[src/rtl/cpu_pkg.sv]
// Shared CPU definitions: reset/exception vectors, exception codes and the
// instruction-memory window used by the fetch address check.
package cpu_pkg;

    typedef logic [4:0] exccode_t;

    localparam logic [31:0] DEFAULT_RESET_PC  = 32'h0000_3000;
    localparam logic [31:0] DEFAULT_EXC_ENTRY = 32'h0000_4180;

    localparam exccode_t EXCCODE_NONE = 5'd0;
    localparam exccode_t EXCCODE_ADEL = 5'd4;

    localparam logic [31:0] IMEM_LO = 32'h0000_3000;
    localparam logic [31:0] IMEM_HI = 32'h0000_6FFC;

    // A misaligned PC is always AdEL; the window check is optional.
    function automatic exccode_t fetch_code(input logic [31:0] addr, input logic range_en);
        if (addr[1:0] != 2'b00) begin
            return EXCCODE_ADEL;
        end
        if (range_en && ((addr < IMEM_LO) || (addr > IMEM_HI))) begin
            return EXCCODE_ADEL;
        end
        return EXCCODE_NONE;
    endfunction

endpackage

[src/rtl/if_stage_pc_reg.sv]
// Architectural PC register with the exception / eret / stall priority mux.
// Also reports whether this cycle redirects fetch, so IF/ID can flush.
module pc_reg
    import cpu_pkg::*;
#(
    parameter logic [31:0] RESET_PC  = DEFAULT_RESET_PC,
    parameter logic [31:0] EXC_ENTRY = DEFAULT_EXC_ENTRY
) (
    input  logic        clk,
    input  logic        reset,
    input  logic [31:0] next_pc,
    input  logic        stall,
    input  logic        exc_req,
    input  logic        eret_req,
    input  logic [31:0] epc,
    output logic [31:0] pc,
    output logic        redirect
);

    logic [31:0] pc_d;

    // Exception entry beats eret, and both override a hazard stall.
    always_comb begin
        pc_d = pc;
        if (exc_req) begin
            pc_d = EXC_ENTRY;
        end else if (eret_req) begin
            pc_d = epc;
        end else if (!stall) begin
            pc_d = next_pc;
        end
    end

    assign redirect = exc_req | eret_req;

    always_ff @(posedge clk or negedge reset) begin
        if (!reset) begin
            pc <= RESET_PC;
        end else begin
            pc <= pc_d;
        end
    end

endmodule

[src/rtl/if_stage.sv]
// MIPS instruction-fetch stage: PC register plus the IF/ID pipeline register.
// Define IF_RANGE_CHECK_EN to also flag fetches outside the imem window as AdEL.
module if_stage
    import cpu_pkg::*;
#(
    parameter logic [31:0] RESET_PC  = DEFAULT_RESET_PC,
    parameter logic [31:0] EXC_ENTRY = DEFAULT_EXC_ENTRY
) (
    input  logic        clk,
    input  logic        reset,
    input  logic [31:0] next_pc,
    input  logic        stall,
    input  logic        exc_req,
    input  logic        eret_req,
    input  logic [31:0] epc,
    input  logic        id_is_jb,
    input  logic [31:0] imem_rdata,
    output logic [31:0] imem_addr,
    output logic [31:0] pc,
    output logic [31:0] id_instr,
    output logic [31:0] id_pc,
    output logic [31:0] id_pc8,
    output logic        id_bd,
    output logic [4:0]  id_exccode,
    output logic        id_valid
);

`ifdef IF_RANGE_CHECK_EN
    localparam logic RANGE_CHECK = 1'b1;
`else
    localparam logic RANGE_CHECK = 1'b0;
`endif

    logic        redirect;
    exccode_t    fetch_exc;
    logic [31:0] fetch_word;

    pc_reg #(
        .RESET_PC  (RESET_PC),
        .EXC_ENTRY (EXC_ENTRY)
    ) u_pc_reg (
        .clk      (clk),
        .reset    (reset),
        .next_pc  (next_pc),
        .stall    (stall),
        .exc_req  (exc_req),
        .eret_req (eret_req),
        .epc      (epc),
        .pc       (pc),
        .redirect (redirect)
    );

    assign imem_addr = pc;

    // A faulting fetch carries a nop forward; CP0 takes the exception later.
    always_comb begin
        fetch_exc  = fetch_code(pc, RANGE_CHECK);
        fetch_word = (fetch_exc == EXCCODE_NONE) ? imem_rdata : 32'h0000_0000;
    end

    always_ff @(posedge clk or negedge reset) begin
        if (!reset) begin
            id_instr   <= 32'h0000_0000;
            id_pc      <= 32'h0000_0000;
            id_bd      <= 1'b0;
            id_exccode <= EXCCODE_NONE;
            id_valid   <= 1'b0;
        end else if (redirect) begin
            id_instr   <= 32'h0000_0000;
            id_pc      <= 32'h0000_0000;
            id_bd      <= 1'b0;
            id_exccode <= EXCCODE_NONE;
            id_valid   <= 1'b0;
        end else if (!stall) begin
            id_instr   <= fetch_word;
            id_pc      <= pc;
            id_bd      <= id_is_jb;
            id_exccode <= fetch_exc;
            id_valid   <= 1'b1;
        end
    end

    assign id_pc8 = id_pc + 32'd8;

endmodule
[config.mk]
export PLATFORM = sky130hd
export DESIGN_NAME = if_stage
export DESIGN_NICKNAME = d
export VERILOG_FILES = /design/src/rtl/cpu_pkg.sv /design/src/rtl/if_stage_pc_reg.sv /design/src/rtl/if_stage.sv
export SDC_FILE = /design/constraint.sdc
export NUM_CORES = 1
export LEC_CHECK = 0
export BUFFER_PORTS_ARGS = -buffer_cell sky130_fd_sc_hd__buf_2
export CELL_PAD_IN_SITES_DETAIL_PLACEMENT = 1
export CELL_PAD_IN_SITES_GLOBAL_PLACEMENT = 1
export CORE_MARGIN = 2
export CORE_UTILIZATION = 25
export CTS_BUF_LIST = sky130_fd_sc_hd__clkbuf_16
export DETAILED_ROUTE_END_ITERATION = 10
export PLACE_DENSITY_LB_ADDON = 0.1
export SLEW_MARGIN = 0
export SYNTH_ARGS = -nofsm -noshare
export SYNTH_HDL_FRONTEND = slang
export SYNTH_HIERARCHICAL = 1
export SYNTH_SLANG_ARGS = --single-unit
[constraint.sdc]
create_clock -name clk -period 2.42 [get_ports clk]
set_clock_uncertainty 0.1 [all_clocks]
set_input_delay 0.363 -clock clk [delete_from_list [all_inputs] [get_ports clk]]
set_output_delay 0.363 -clock clk [all_outputs]
set_load 0.01 [all_outputs]
==> summary.md <==
| Metric | Value |
|---|---|
| Status | completed |
| Antenna violations before repair | 0 |
| P&R area growth vs syn | 38.4% |
| CTS tree | done |
| Worst min path class | input port to flip-flop |
| GPL Wtd Cong | ~0.82 |
| Clk sinks | a little under 100 |
| Via density | approximately 4.5 |
| PortBufs | 264 |
| Count of different cell masters after synthesis | 37 |
| Crit Reg-Reg Endpoint | id_instr[25] |
| Top delay family on crit path | simple AND/OR/NAND/NOR gates |
| Avg WL per Cell | around 18 um |
| Power density cells | roughly 550 nW/um2 |
| Tightest Pin Transition | approximately 0.65 ns |
| Leading cell type in the layout, fill and taps excluded | buf_2 |
| Worst Path Max Fanout | 4 |
| Synth Area per Inst | around 11 um2 |
| Vias in the first global route | 4628 |
| Chip Height | 147 um |
| Crit path buffers/inverters | 2 |
| Post-synth EDFFs | 0 |
| Yosys reg bits | 99 |
| Sequential area share after synthesis | approximately half |
| CP Depth | 6 |
| Crit path max-delay cell type | dfrtp_1 |
| Number of max-cap violations | 0 |
| Slew HR | between 50% and 60% |
| Startpoint types | flip-flop |
| Kind of critical path | flip-flop to output pin |
| Filler Cells Inserted | about 2400 |
| Worst stage delay on the critical path | about 0.41 ns |
| Total GRT Usage | 16.3% |
| Min Tclk post-route | 2.35 ns |
| Starting Density | between 20 and 30% |
| Fin nets | approximately 810 |
| Clock-pin slew on the worst setup and hold paths | ~0.070 ns |
| Ys flop type | dfrtp_1 |
| Mapped Cells | about 460 |
| Setup TNS Final | 0 ns |
| DRT Pass-1 Iters | 4 |
| YS warnings | 6 |
| FF-to-FF path depth | 3 |
| Final Core Density | a little over a third |
| Ratio of final minimum period to clock period | between 90 and 100% |
| Max Root-Sink Buffers | 2 |
| Die width | about 150 um |
| Routed WL | 18000 um |
| Die Area | between 20000 and 25000 um2 |
| CP arrival | around 1.9 ns |
| Commonest non-fill, non-tap cells in the layout | buf_2, dfrtp_1, mux2i_1 |
| H-tree levels | 3 |
| Root Buffer | clkbuf_16 |
| GRT overflow | 0 |
| Core area | 20200 um2 |
| IO Count | 269 |
| Drt drc | 0 |
| Largest net degree at the start of global routing | 44 |
| Worst-skew pair later-pin latency | approximately 0.34 ns |
| Crit path required time | ~2.0 ns |
| First DRT Iteration DRCs | between 100 and 150 |
| Final setup vio count | 0 |
| Reg-to-reg slack, setup | 0.95 ns |
| Site row count | 52 |
| Final hold viol count | 0 |
| Fin. max-slew vios | 0 |
| Crit path cell chain | buf_6 > and4_4 > nand2_2 > or3b_4 > xnor2_2 > buf_2 |
| Hold slack | approximately 0.13 ns |
| Critical Path Sink Type | output pin |
| Crit path from | id_pc[12] |
| CTS Buf Count | 9 |
| LEAKAGE | around 0.0038 uW |
| Global-route wire length before repair | approximately 27000 um |
| R2R Path Start | u_pc_reg/pc[0] |
| Max VDD drop | approximately 280 uV |
| FMAX | 425 MHz |
| Async SR Flop Fraction | between 90% and 100% |
| Unrepaired setup endpoints after global routing | yes |
| Mapped cell area | between 5000 and 6000 um2 |
| Layout cells sized above 1 | between 40% and 50% |
| Placed wire-length estimate | 13400 um |
| Via count | 4404 |
| ANT nets after route | 0 |
| Inserted Diodes | 0 |
| CP endpoint | id_pc8[18] |
[per-layer routing]
| layer | wire [um] | up-vias | share of wire, % | track usage [%] |
|---|---|---|---|---|
| met5 | 0 | - | 0 | 0 |
| met4 | 243 | 0 | 1.4 | 5.00 |
| met3 | 929 | 12 | 5.2 | 2.98 |
| met2 | 8650 | 150 | 48 | 27.0 |
| met1 | 8160 | 2167 | 45 | 21.7 |
| li1 | - | 2075 | - | - |
[power breakdown]
part / switching (uW) / internal (uW) / total, uW
clock network: 636 / 896 / 1530
logic: 315 / 264 / 579
registers: 89.5 / 1720 / 1810
total: 1040 / 2880 / 3930
[timing repair]
action / 4_1_cts / 5_1_grt
buffers inserted: 3 / 11
gates resized for setup: 11 / 26
hold buffers: 1 / 0
pin swaps: 4 / 10
setup endpoints to repair: 13 / 15
hold endpoints to repair: 40 / 0
[final cells by class]
| class | instances | area (um2) | area share (%) |
|---|---|---|---|
| clock buffers | 9 | 225 | 3.17 |
| multi-input cells | 290 | 2290 | 32.2 |
| clock inverters | 7 | 85.1 | 1.20 |
| inverters | 4 | 15.0 | 0.212 |
| repair buffers | 301 | 1650 | 23.3 |
| well taps | 270 | 338 | 4.76 |
| flip-flops and latches | 99 | 2500 | 35.2 |
[worst reg2reg max path, stage by stage, from the launching register on]
cell	delay, ns
dfrtp_1	0.47
nor4_4	0.27
buf_4	0.36
a22o_1	0.20
[stage by stage]
step / cells / setup slack, ns / instance area, um2 / power [uW]
2_1_floorplan: 462 / 0.340 / 5140 / 2150
3_3_place_gp: 949 / 0.237 / 6540 / 2420
4_1_cts: 969 / 0.000435 / 6940 / 3980
6_report: 980 / 0.0651 / 7100 / 3930
3_5_place_dp: 949 / 0.195 / 6540 / 2430
5_1_grt: 980 / -0.0226 / 7100 / 4110
[cells in the mapped netlist, types with 2 or more instances]
cell type | instances | area (um2)
nand4_1 | 9 | 56.3
xnor2_1 | 19 | 166
nand2_1 | 9 | 33.8
dfrtp_1 | 97 | 2430
nor4_2 | 3 | 37.5
buf_6 | 2 | 22.5
xor2_1 | 8 | 70.1
a211oi_1 | 29 | 218
nand3_1 | 15 | 75.1
nor2_1 | 42 | 158
a22o_1 | 32 | 280
mux2i_1 | 65 | 651
buf_2 | 7 | 35.0
nor3_1 | 3 | 15.0
buf_4 | 39 | 293
clkbuf_1 | 18 | 67.6
nor2b_1 | 30 | 188
a2bb2oi_1 | 3 | 26.3
inv_1 | 3 | 11.3
and3_1 | 3 | 18.8
nor4_1 | 2 | 12.5
a21oi_1 | 2 | 10.0
buf_12 | 3 | 60.1
and4_1 | 2 | 17.5
dfstp_2 | 2 | 52.6
[kinds of logic (layout without fill, tap and decap cells)]
logic type | count (synthesis) | count (layout) | synth area share, %
adders and majority gates | 1 | 1 | 0.244
buffers and inverters | 73 | 321 | 9.61
AOI/OAI and AO/OA | 66 | 66 | 10.4
other | 1 | 4 | 0.0731
DFF | 99 | 99 | 48.4
and+or+nand+nor | 127 | 127 | 14.0
xor gates and xnor gates | 27 | 27 | 4.61
muxes | 65 | 65 | 12.7
[worst min-delay path by stage]
stage	endpoint	cells past startpoint	start
final	id_instr[24]	2	imem_rdata[24]
after global routing	id_instr[24]	2	imem_rdata[24]
after CTS	id_instr[24]	2	imem_rdata[24]
after detailed placement	id_instr[25]	1	reset
after global placement	id_instr[0]	1	reset
after floorplan	id_bd	0	reset
No activity file was read; power rests on OpenSTA's default activity.
